<file path="src/rtl/key_step_ctrl_pkg.sv">
// rtl/key_step_ctrl_pkg.sv - shared FSM encodings and key polarity for the key step controller
package key_step_ctrl_pkg;

    typedef enum logic [1:0] {
        KS_IDLE   = 2'd0,
        KS_ARMED  = 2'd1,
        KS_REPEAT = 2'd2
    } ks_state_t;

    localparam bit KEY_ACTIVE_LOW = 1'b1;

endpackage

</file>
<file path="src/rtl/key_step_ctrl_if.sv">
// rtl/key_step_ctrl_if.sv - key input / event output bundle for the key step controller
interface key_step_ctrl_if;

    logic        key_in;
    logic        enable;
    logic        press_pulse;
    logic        release_pulse;
    logic        step_pulse;
    logic        long_press;
    logic [15:0] step_count;

    modport master (
        output key_in, enable,
        input  press_pulse, release_pulse, step_pulse, long_press, step_count
    );

    modport slave (
        input  key_in, enable,
        output press_pulse, release_pulse, step_pulse, long_press, step_count
    );

endinterface

</file>
<file path="src/rtl/key_edge_detect.sv">
// rtl/key_edge_detect.sv - key polarity fix, sample/history registers and press/release edges
module key_edge_detect #(
    parameter bit ACTIVE_LOW    = 1'b1,
    parameter bit RESET_PRESSED = 1'b1
) (
    input  logic clk,
    input  logic rst_n,
    input  logic key_in,
    output logic rise,
    output logic fall
);

    logic pressed;
    logic pressed_s;
    logic pressed_q;

    assign pressed = ACTIVE_LOW ? ~key_in : key_in;

    // Both stages reset to "pressed" so a key held through reset gives no rise.
    always_ff @(posedge clk or negedge rst_n) begin
        if (!rst_n) begin
            pressed_s <= RESET_PRESSED;
            pressed_q <= RESET_PRESSED;
        end else begin
            pressed_s <= pressed;
            pressed_q <= pressed_s;
        end
    end

    assign rise = pressed_s & ~pressed_q;
    assign fall = ~pressed_s & pressed_q;

endmodule

</file>
<file path="src/rtl/key_step_ctrl.sv">
// rtl/key_step_ctrl.sv - key event FSM: press/release/step pulses, long-press and auto-repeat
module key_step_ctrl
    import key_step_ctrl_pkg::*;
#(
    parameter bit          ACTIVE_LOW    = KEY_ACTIVE_LOW,
    parameter int unsigned LONG_CYCLES   = 50000000,
    parameter int unsigned REPEAT_CYCLES = 10000000,
    parameter int unsigned CNT_W         = 26
) (
    input logic            clk,
    input logic            rst_n,
    key_step_ctrl_if.slave bus
);

    localparam logic [CNT_W-1:0] LONG_TERM   = CNT_W'(LONG_CYCLES - 1);
    localparam logic [CNT_W-1:0] REPEAT_TERM = CNT_W'(REPEAT_CYCLES - 1);

    logic rise;
    logic fall;

    key_edge_detect #(
        .ACTIVE_LOW   (ACTIVE_LOW),
        .RESET_PRESSED(1'b1)
    ) u_edge (
        .clk   (clk),
        .rst_n (rst_n),
        .key_in(bus.key_in),
        .rise  (rise),
        .fall  (fall)
    );

    ks_state_t        state, state_d;
    logic [CNT_W-1:0] timer, timer_d;
    logic             press_q, press_d;
    logic             release_q, release_d;
    logic             step_q, step_d;
    logic             long_q, long_d;
    logic [15:0]      count_q;

    always_comb begin
        state_d   = state;
        timer_d   = timer;
        press_d   = 1'b0;
        release_d = 1'b0;
        step_d    = 1'b0;
        if (!bus.enable) begin
            state_d = KS_IDLE;
            timer_d = '0;
        end else begin
            case (state)
                KS_IDLE: begin
                    timer_d = '0;
                    if (rise) begin
                        state_d = KS_ARMED;
                        press_d = 1'b1;
                        step_d  = 1'b1;
                    end
                end
                KS_ARMED: begin
                    // Release takes priority over a coincident long-press terminal.
                    if (fall) begin
                        state_d   = KS_IDLE;
                        timer_d   = '0;
                        release_d = 1'b1;
                    end else if (timer == LONG_TERM) begin
                        state_d = KS_REPEAT;
                        timer_d = '0;
                        step_d  = 1'b1;
                    end else begin
                        timer_d = timer + 1'b1;
                    end
                end
                KS_REPEAT: begin
                    if (fall) begin
                        state_d   = KS_IDLE;
                        timer_d   = '0;
                        release_d = 1'b1;
                    end else if (timer == REPEAT_TERM) begin
                        timer_d = '0;
                        step_d  = 1'b1;
                    end else begin
                        timer_d = timer + 1'b1;
                    end
                end
                default: begin
                    state_d = KS_IDLE;
                    timer_d = '0;
                end
            endcase
        end
        long_d = (state_d == KS_REPEAT);
    end

    always_ff @(posedge clk or negedge rst_n) begin
        if (!rst_n) begin
            state     <= KS_IDLE;
            timer     <= '0;
            press_q   <= 1'b0;
            release_q <= 1'b0;
            step_q    <= 1'b0;
            long_q    <= 1'b0;
            count_q   <= '0;
        end else begin
            state     <= state_d;
            timer     <= timer_d;
            press_q   <= press_d;
            release_q <= release_d;
            step_q    <= step_d;
            long_q    <= long_d;
            count_q   <= count_q + 16'(step_d);
        end
    end

    assign bus.press_pulse   = press_q;
    assign bus.release_pulse = release_q;
    assign bus.step_pulse    = step_q;
    assign bus.long_press    = long_q;
    assign bus.step_count    = count_q;

endmodule

</file>
<file path="src/flat_wrapper.sv">
// flat-port wrapper written by rule: the top's interface ports become plain ports
module key_step_ctrl_flat import key_step_ctrl_pkg::*;
#(
    parameter bit          ACTIVE_LOW    = KEY_ACTIVE_LOW,
    parameter int unsigned LONG_CYCLES   = 50000000,
    parameter int unsigned REPEAT_CYCLES = 10000000,
    parameter int unsigned CNT_W         = 26
)
  (clk, rst_n, bus_key_in, bus_enable, bus_press_pulse, bus_release_pulse, bus_step_pulse, bus_long_press, bus_step_count);
  key_step_ctrl_if bus_i ();
  input logic clk;
  input logic rst_n;
  input wire logic [$bits(bus_i.key_in)-1:0] bus_key_in;
  input wire logic [$bits(bus_i.enable)-1:0] bus_enable;
  output wire logic [$bits(bus_i.press_pulse)-1:0] bus_press_pulse;
  output wire logic [$bits(bus_i.release_pulse)-1:0] bus_release_pulse;
  output wire logic [$bits(bus_i.step_pulse)-1:0] bus_step_pulse;
  output wire logic [$bits(bus_i.long_press)-1:0] bus_long_press;
  output wire logic [$bits(bus_i.step_count)-1:0] bus_step_count;
  assign bus_i.key_in = bus_key_in;
  assign bus_i.enable = bus_enable;
  assign bus_press_pulse = bus_i.press_pulse;
  assign bus_release_pulse = bus_i.release_pulse;
  assign bus_step_pulse = bus_i.step_pulse;
  assign bus_long_press = bus_i.long_press;
  assign bus_step_count = bus_i.step_count;
  key_step_ctrl #(.ACTIVE_LOW(ACTIVE_LOW), .LONG_CYCLES(LONG_CYCLES), .REPEAT_CYCLES(REPEAT_CYCLES), .CNT_W(CNT_W)) u_core (.clk(clk), .rst_n(rst_n), .bus(bus_i));
endmodule
</file>
<file path="config.mk">
export PLATFORM = sky130hd
export DESIGN_NAME = key_step_ctrl_flat
export DESIGN_NICKNAME = d
export VERILOG_FILES = /design/src/rtl/key_step_ctrl_pkg.sv /design/src/rtl/key_step_ctrl_if.sv /design/src/rtl/key_edge_detect.sv /design/src/rtl/key_step_ctrl.sv /design/src/flat_wrapper.sv
export SDC_FILE = /design/constraint.sdc
export NUM_CORES = 1
export LEC_CHECK = 0
export ABC_AREA = 1
export ABC_CLOCK_PERIOD_IN_PS = 2690
export BUFFER_PORTS_ARGS = -buffer_cell sky130_fd_sc_hd__buf_2
export CAP_MARGIN = 20
export CORE_MARGIN = 1
export CORE_UTILIZATION = 59
export DETAILED_ROUTE_END_ITERATION = 12
export GPL_TIMING_DRIVEN = 1
export PLACE_DENSITY = 0.83
export RECOVER_POWER = 50
export SETUP_SLACK_MARGIN = 0.15
export SYNTH_ARGS = -nofsm -noshare
export SYNTH_HDL_FRONTEND = slang
export SYNTH_SLANG_ARGS = --single-unit
</file>
<file path="constraint.sdc">
create_clock -name clk -period 2.69 [get_ports clk]
set_clock_uncertainty 0.15 [all_clocks]
set_input_delay 0.269 -clock clk [delete_from_list [all_inputs] [get_ports clk]]
set_output_delay 0.269 -clock clk [all_outputs]
set_load 0.03 [all_outputs]
</file>
==> impl_metrics.env, run 1 <==
export IMPL_drive_above_1_share_pct=20.2
export IMPL_diodes=0
export IMPL_final_net_count=392
export IMPL_syn_avg_cell_area_um2=8.10
export IMPL_reg2regPathDepth=16
export IMPL_cp_cell_sequence="ha_2 -> nand2_2 -> nor2_4 -> nand2_2 -> nor2_2 -> nand3_1 -> nand3_1 -> nand2_1 -> inv_2 -> ha_4 -> buf_4 -> nand3_4 -> nor3_4 -> nand4_1 -> buf_4 -> xnor2_1"
export IMPL_grt_pass1_wl_um=10100
export IMPL_yosysWarningCount=0
export IMPL_numCtsBuffers=5
export IMPL_syn_cell_area_mm2=0.00266
export IMPL_relSlewSlack_pct=23.0
export IMPL_hold_violations=0
export IMPL_drc=0
export IMPL_crit_cells=16
export IMPL_clock_fmax_ghz=0.382
export IMPL_cp_top_family="simple AND/OR/NAND/NOR gates"
export IMPL_worst_ep_arrival_time_ps=2660
export IMPL_grt_usage_pct=26.5
export IMPL_r2r_setup_slack_ps=70
export IMPL_required_ps=2730
export IMPL_tightest_slew_ps=1150
export IMPL_criticalPathCategory="reg2reg"
export IMPL_synth_ff_latch_count=50
export IMPL_via_per_inst=5.39
export IMPL_die_y_um=69.2
export IMPL_slowest_stage="dfrtp_1"
export IMPL_synth_nets=340
export IMPL_core_area_mm2=0.00435
export IMPL_finalWorstSetupSlack_ps=72.5
export IMPL_final_common_cell="nor2_1"
export IMPL_die_w_um=69.2
export IMPL_maxCapViolCount=0
export IMPL_drtIter0Drc=181
export IMPL_p_leak_nw=1.47
export IMPL_ir_drop_mv=0.439
export IMPL_syn2layout_area_growth_pct=19.9
export IMPL_grt_max_degree=30
export IMPL_rsz0062_at_grt="yes"
export IMPL_period_needed_ps=2620
export IMPL_report_final_slew_viol_count=0
export IMPL_root_buffer="clkbuf_8"
export IMPL_n_fill_cell=319
export IMPL_place_gp_congestion=0.934
export IMPL_cts_sinks=50
export IMPL_layout_common_cells="65 x nor2_1, 63 x nand2_1, 46 x dfrtp_1"
export IMPL_utilization_pct=73.3
export IMPL_first_pass_iters=4
export IMPL_cts_buffer_depth=2
export IMPL_hold_end="u_core.bus.release_pulse"
export IMPL_wl_um=6330
export IMPL_clk_latency_ps=300
export IMPL_cp_slowest_stage_delay_ps=360
export IMPL_synth_cells=329
export IMPL_detail_route_wl_per_cell_um=14.6
export IMPL_hold_worst_slack_ps=75.0
export IMPL_antenna_found_initial=0
export IMPL_initial_utilization_pct=61.2
export IMPL_pwr_density_cell_mw_per_mm2=521
export IMPL_holdPathStages=3
export IMPL_synth_seq_area_share_pct=47.1
export IMPL_finalCritPeriodShare_pct=97.3
export IMPL_dp_hpwl_um=3980
export IMPL_path_clk_slew_ps=90
export IMPL_cts_max_level=2
export IMPL_post_place_ws_ps=-19.4
export IMPL_crit_buf_inv=3
export IMPL_hold_start="bus_enable"
export IMPL_hp_class="in2reg"
export IMPL_cts_tree="done"
export IMPL_rows=24
export IMPL_grt_ovfl_total=0
export IMPL_status="finished clean"
export IMPL_finalPower_mw=1.66
export IMPL_portBuffers=23
export IMPL_io_pins=24
export IMPL_r2r_end="u_core.bus.step_count[9]"
export IMPL_ant_nets=0
export IMPL_path_max_fanout=3
export IMPL_end_kind="register"
export IMPL_die_area_mm2=0.00479
export IMPL_vias=2341
export IMPL_reg2reg_from="u_core.timer[1]"
export IMPL_finalSetupViolations=0
export IMPL_synth_cell_types=23
export IMPL_setup_worst_path_start_class="register"
export IMPL_first_global_vias=2194
[through the flow]
step                      instances  cell area [µm²]  setup TNS [ps]
after floorplan                 329             2660               0
after CTS                       422             3070               0
after global routing            434             3190            -358
final                           434             3190               0
after global placement          409             2870               0
after detailed placement        409             2870           -54.8
[worst max-delay path by stage]
stage,startpoint,to,slack (ps)
after floorplan,u_core.timer[0],u_core.bus.step_count[10],150
after CTS,u_core.timer[1],u_core.bus.step_count[14],160
after detailed placement,u_core.timer[1],u_core.bus.step_count[14],-20
after global routing,u_core.timer[1],u_core.bus.step_count[14],-90
final,u_core.timer[1],u_core.bus.step_count[9],70
after global placement,u_core.timer[1],u_core.bus.step_count[12],110
[synth_stat cells]
library cell | count | area share [%]
a21oi_1 | 2 | 0.38
buf_6 | 2 | 0.85
dfrtp_1 | 48 | 45
dfstp_2 | 2 | 2.0
ha_1 | 7 | 3.3
inv_1 | 42 | 5.9
inv_2 | 1 | 0.14
nand2_1 | 63 | 8.9
nand2_2 | 4 | 0.94
nand2_4 | 1 | 0.42
nand3_1 | 26 | 4.9
nand3_2 | 1 | 0.38
nand4_1 | 10 | 2.3
nor2_1 | 73 | 10
nor2_2 | 5 | 1.2
nor2_4 | 2 | 0.85
nor3_1 | 3 | 0.56
nor3_2 | 1 | 0.38
nor3b_1 | 1 | 0.28
o21ai_0 | 3 | 0.56
o22ai_1 | 1 | 0.24
xnor2_1 | 12 | 3.9
xor2_1 | 19 | 6.2
[metal layers]
metal / wire length (µm) / track usage (%) / up-vias
met5: 0 / 0 / -
met4: 215 / 9.52 / 0
met3: 307 / 4.80 / 21
met2: 3260 / 46.6 / 75
met1: 2550 / 32.5 / 1128
li1: - / - / 1117
[flip-flops by register name (all words and copies together), names as in the netlist]
name / count
u_core.bus.long_press: 1
u_core.bus.step_pulse: 1
u_core.u_edge.pressed_q: 1
u_core.bus.press_pulse: 1
u_core.u_edge.pressed_s: 1
u_core.state: 2
u_core.bus.step_count: 16
u_core.timer: 26
u_core.bus.release_pulse: 1
[worst min-delay path, cell delays in order]
cell,delay (ps)
buf_2,110
nand2_1,70
nor2_1,40
[kinds of logic after synthesis]
kind of cell	synth area share (%)
AO/OA/AOI/OAI	1.17
XOR/XNOR	10.2
adder cells (fa/ha/maj)	3.29
buffers and inverters	6.90
flip-flops	47.1
AND/OR/NAND/NOR	31.4
[power breakdown]
| part | total [mW] | switching, mW | internal, mW |
|---|---|---|---|
| clock | 0.522 | 0.245 | 0.278 |
| sequential | 0.877 | 0.0773 | 0.799 |
| combinational | 0.266 | 0.186 | 0.0799 |
| total | 1.66 | 0.508 | 1.16 |
[layout make-up]
cell class                 count  area [µm²]  area share, %
clock buffer                   6        72.6           2.27
clock inverter                 2        37.5           1.18
inverter                      43         161           5.05
multi-input combinational    234        1310           41.0
sequential                    50        1260           39.3
tap                           52        65.1           2.04
timing repair buffer          47         290           9.09
[what timing repair did]
action	4_1_cts	5_1_grt
setup endpoints to repair	4	9
setup buffers	3	12
pin swaps	3	11
resized for setup	10	12
endpoints found under the hold margin	22	0
hold buffers	2	0
Power figures use the tool's default switching activity.
==> inputs of run 2 (changes only) <==
--- a/config.mk
+++ b/config.mk
@@ -10,10 +10,10 @@
 export BUFFER_PORTS_ARGS = -buffer_cell sky130_fd_sc_hd__buf_2
 export CAP_MARGIN = 20
 export CORE_MARGIN = 1
-export CORE_UTILIZATION = 59
+export CORE_UTILIZATION = 45
 export DETAILED_ROUTE_END_ITERATION = 12
 export GPL_TIMING_DRIVEN = 1
-export PLACE_DENSITY = 0.83
+export PLACE_DENSITY = 0.67
 export RECOVER_POWER = 50
 export SETUP_SLACK_MARGIN = 0.15
 export SYNTH_ARGS = -nofsm -noshare
==> impl_metrics.env, run 2 (synthesis results as in run 1) <==
export IMPL_grt_ovfl_total=0
export IMPL_hp_class="in2reg"
export IMPL_portBuffers=23
export IMPL_dp_hpwl_um=4090
export IMPL_stdcell_count=449
export IMPL_period_needed_ps=2470
export IMPL_end_kind="register"
export IMPL_tightest_slew_ps=873
export IMPL_cts_tree="done"
export IMPL_largest_register="u_core.timer"
export IMPL_worst_ep_arrival_time_ps=2520
export IMPL_ant_nets=0
export IMPL_p_leak_nw=1.42
export IMPL_final_net_count=387
export IMPL_placed_area_mm2=0.00294
export IMPL_highest_layer="met4"
export IMPL_status="finished clean"
export IMPL_path_clk_slew_ps=90
export IMPL_detail_route_wl_per_cell_um=12.2
export IMPL_largest_reg_flops=26
export IMPL_finalSetupViolations=0
export IMPL_grt_usage_pct=19.5
export IMPL_post_place_ws_ps=5.25
export IMPL_pwr_density_cell_mw_per_mm2=497
export IMPL_die_area_mm2=0.00623
export IMPL_cts_sinks=50
export IMPL_setup_worst_path_start_class="register"
export IMPL_ir_drop_mv=0.452
export IMPL_clk_latency_ps=300
export IMPL_initial_utilization_pct=47.5
export IMPL_die_y_um=78.9
export IMPL_finalPower_mw=1.55
export IMPL_via_per_inst=4.80
export IMPL_path_max_fanout=3
export IMPL_relSlewSlack_pct=41.8
export IMPL_dp_cells=435
export IMPL_crit_start="u_core.timer[0]"
export IMPL_regArea_mm2=0.00125
export IMPL_root_buffer="clkbuf_8"
export IMPL_report_final_slew_viol_count=0
export IMPL_r2r_setup_slack_ps=220
export IMPL_stdcell_area_mm2=0.00311
export IMPL_multi_input_area_mm2=0.00128
export IMPL_utilization_pct=55.4
export IMPL_core_area_mm2=0.00561
export IMPL_drtIter0Drc=109
export IMPL_maxCapViolCount=0
export IMPL_numCtsBuffers=5
export IMPL_wl_met1_um=2590
export IMPL_cts_max_level=2
export IMPL_n_fill_cell=546
export IMPL_wl_met3_um=185
export IMPL_reg2reg_from="u_core.timer[0]"
export IMPL_grt_max_degree=37
export IMPL_hold_start="bus_enable"
export IMPL_wl_um=5490
export IMPL_antenna_found_initial=0
export IMPL_finalWorstSetupSlack_ps=224
export IMPL_drive_above_1_share_pct=14.9
export IMPL_finalCritPeriodShare_pct=91.7
export IMPL_final_common_cell="nor2_1"
export IMPL_required_ps=2740
export IMPL_first_global_vias=2107
export IMPL_cts_buffer_depth=2
export IMPL_die_w_um=78.9
export IMPL_io_pins=24
export IMPL_grt_pass1_wl_um=9360
export IMPL_place_gp_congestion=0.889
export IMPL_rows=27
export IMPL_hold_violations=0
export IMPL_syn2layout_area_growth_pct=16.7
export IMPL_layout_common_cells="71 x nor2_1, 63 x nand2_1, 48 x dfrtp_1"
export IMPL_drc=0
export IMPL_first_pass_iters=5
export IMPL_clock_fmax_ghz=0.405
export IMPL_rsz0062_at_grt="yes"
export IMPL_wl_met2_um=2640
export IMPL_vias=2155
export IMPL_criticalPathCategory="reg2reg"
export IMPL_diodes=0
==> run 2: changes by cell type in the layout (fill, tap and decap cells not counted), moves of 2 or more <==
cell      delta
dfrtp_1      +2
nor2_1       +6
clkbuf_1     +7
nor2_2       -6
dfrtp_2      -2
buf_2        -7
buf_4        -6
==> run 2: path summary, 6_finish.rpt <==
kind / end / depth (start not counted)
max in group asynchronous: u_core.bus.step_count[15] / 3
min: u_core.bus.release_pulse / 3
min reg2reg: u_core.u_edge.pressed_q / 0
min in group asynchronous: u_core.timer[10] / 2
max: u_core.bus.step_count[12] / 17
max reg2reg: u_core.bus.step_count[12] / 17
==> run 2: power breakdown <==
group	leakage, nW	internal, mW	switching (mW)
sequential	0.670	0.800	0.0634
clock	0.0456	0.186	0.259
combinational	0.703	0.0688	0.170
total	1.42	1.05	0.492
==> run 2: stage by stage <==
| stage | hold WS (ps) | setup TNS (ps) |
|---|---|---|
| 2_1_floorplan | -177 | 0 |
| 3_3_place_gp | 40.6 | 0 |
| 3_5_place_dp | 47.7 | 0 |
| 4_1_cts | 67.0 | 0 |
| 5_1_grt | 88.1 | -20.0 |
| 6_report | 72.7 | 0 |
==> run 2: area by class of cell <==
type | instances | share of cell area, %
Timing Repair Buffer | 42 | 7.77
Sequential cell | 50 | 40.3
Multi-Input combinational cell | 234 | 41.0
Tap cell | 72 | 2.90
Clock buffer | 6 | 2.33
Clock inverter | 2 | 0.443
Inverter | 43 | 5.19
==> run 2: repair_timing <==
item,in CTS,in global routing
resized for setup,8,3
setup buffers,2,2
pin swaps,3,8
hold buffers,2,0
hold endpoints to repair,15,0
setup endpoints to repair,3,8
==> run 2: layer usage <==
metal  GRT usage [%]  up-vias
li1                -     1102
met1            24.6     1008
met2            33.3       39
met3            3.56        6
met4            7.27        0
met5               0        -
==> run 2: critical path, stage by stage, from the launching register on <==
cell     delay, ps
dfrtp_1        370
ha_2           190
nand2_2         80
nor2_4         100
nand2_2         80
nor2_1          90
nand3_1        100
nand3_1         80
nand2_1         60
inv_2           80
ha_4           150
ha_4           150
nand3_4         90
nor2_4         100
nand4_1        120
nor2_2         150
nand2_1         80
xnor2_1        120
==> inputs of run 3 (changes only) <==
--- a/config.mk
+++ b/config.mk
@@ -11,6 +11,7 @@
 export CAP_MARGIN = 20
 export CORE_MARGIN = 1
 export CORE_UTILIZATION = 45
+export CTS_BUF_LIST = sky130_fd_sc_hd__clkbuf_8
 export DETAILED_ROUTE_END_ITERATION = 12
 export GPL_TIMING_DRIVEN = 1
 export PLACE_DENSITY = 0.67
==> impl_metrics.env, run 3 (synthesis results as in run 1) <==
export IMPL_maxCapViolCount=0
export IMPL_path_clk_slew_ps=90
export IMPL_portBuffers=23
export IMPL_largest_reg_flops=26
export IMPL_clock_fmax_ghz=0.406
export IMPL_die_y_um=78.9
export IMPL_clk_latency_ps=310
export IMPL_criticalPathCategory="reg2reg"
export IMPL_period_needed_ps=2470
export IMPL_report_final_slew_viol_count=0
export IMPL_wl_um=5480
export IMPL_pwr_density_cell_mw_per_mm2=497
export IMPL_drtIter0Drc=96
export IMPL_first_global_vias=2105
export IMPL_stdcell_count=449
export IMPL_drc=0
export IMPL_dp_hpwl_um=4090
export IMPL_rsz0062_at_grt="yes"
export IMPL_cts_buffer_depth=2
export IMPL_diodes=0
export IMPL_io_pins=24
export IMPL_ir_drop_mv=0.452
export IMPL_syn2layout_area_growth_pct=16.8
export IMPL_cts_sinks=50
export IMPL_core_area_mm2=0.00561
export IMPL_antenna_found_initial=0
export IMPL_grt_pass1_wl_um=9360
export IMPL_place_gp_congestion=0.889
export IMPL_post_place_ws_ps=5.25
export IMPL_p_leak_nw=1.42
export IMPL_die_area_mm2=0.00623
export IMPL_vias=2153
export IMPL_finalCritPeriodShare_pct=91.7
export IMPL_initial_utilization_pct=47.5
export IMPL_path_max_fanout=3
export IMPL_via_per_inst=4.80
export IMPL_grt_usage_pct=19.5
export IMPL_rows=27
export IMPL_final_common_cell="nor2_1"
export IMPL_cts_max_level=2
export IMPL_cts_tree="done"
export IMPL_layout_common_cells="70 x nor2_1, 63 x nand2_1, 48 x dfrtp_1"
export IMPL_detail_route_wl_per_cell_um=12.2
export IMPL_status="finished clean"
export IMPL_root_buffer="clkbuf_8"
export IMPL_n_fill_cell=545
export IMPL_required_ps=2740
export IMPL_grt_max_degree=37
export IMPL_worst_ep_arrival_time_ps=2520
export IMPL_largest_register="u_core.timer"
export IMPL_dp_cells=435
export IMPL_finalPower_mw=1.55
export IMPL_hold_worst_slack_ps=68.4
export IMPL_tightest_slew_ps=872
export IMPL_hp_class="in2reg"
export IMPL_first_pass_iters=4
export IMPL_reg2regPathDepth=17
export IMPL_utilization_pct=55.5
export IMPL_die_w_um=78.9
export IMPL_relSlewSlack_pct=41.9
export IMPL_setup_worst_path_start_class="register"
export IMPL_numCtsBuffers=5
export IMPL_ant_nets=0
export IMPL_finalWorstSetupSlack_ps=224
export IMPL_holdPathStages=3
export IMPL_final_net_count=387
export IMPL_hold_violations=0
export IMPL_grt_ovfl_total=0
export IMPL_drive_above_1_share_pct=15.1
export IMPL_finalSetupViolations=0
export IMPL_end_kind="register"
[run 3: cell types whose count changed in the layout (fill, tap and decap cells not counted)]
cell	change
nor2_1	-1
inv_1	+1
nor2_2	+1
clkbuf_1	-1
[run 3: worst paths after layout]
check | startpoint | endpoint | slack (ps)
worst max-delay path | u_core.timer[0] | u_core.bus.step_count[12] | 220
max in group asynchronous | rst_n | u_core.timer[23] | 640
worst min-delay path | bus_enable | u_core.bus.release_pulse | 70
worst min register to register | u_core.u_edge.pressed_s | u_core.u_edge.pressed_q | 220
worst max register to register | u_core.timer[0] | u_core.bus.step_count[12] | 220
min in group asynchronous | rst_n | u_core.timer[10] | 410
[run 3: worst max-delay path: stages, from the launching register on]
cell	delay [ps]
dfrtp_1	370
ha_2	190
nand2_2	80
nor2_4	100
nand2_2	80
nor2_1	90
nand3_1	100
nand3_1	80
nand2_1	60
inv_2	80
ha_4	150
ha_4	150
nand3_4	90
nor2_4	100
nand4_1	120
nor2_2	150
nand2_1	80
xnor2_1	120
[run 3: repair_timing]
action,4_1_cts,5_1_grt
setup endpoints to repair,3,8
buffers inserted,2,2
pin swaps,3,8
gates cloned,0,0
hold endpoints to repair,15,0
hold buffers,2,0
gates resized for setup,8,4
[run 3: report_power, final]
group | switching, mW | total, mW | internal (mW)
Combinational | 0.170 | 0.239 | 0.0688
Sequential | 0.0630 | 0.863 | 0.800
Clock | 0.262 | 0.444 | 0.182
Total | 0.495 | 1.55 | 1.05
[run 3: metal layers]
layer / GRT usage, % / wire length (µm)
met1: 24.6 / 2590
met2: 33.3 / 2640
met3: 3.56 / 179
met4: 7.27 / 72
met5: 0 / 0
[run 3: final cells by class]
cell class                      instances  area [µm²]  area share [%]
Tap cell                               72        90.1            2.90
Multi-Input combinational cell        234        1280            41.1
Sequential cell                        50        1250            40.3
Clock buffer                            5        68.8            2.21
Clock inverter                          3        17.5           0.563
Timing Repair Buffer                   42         241            7.76
Inverter                               43         161            5.19
[run 3: stage by stage]
stage          area (µm²)  TNS [ps]
3_3_place_gp         2940         0
2_1_floorplan        2660         0
5_1_grt              3110     -19.4
4_1_cts              3100         0
6_report             3110         0
3_5_place_dp         2940         0
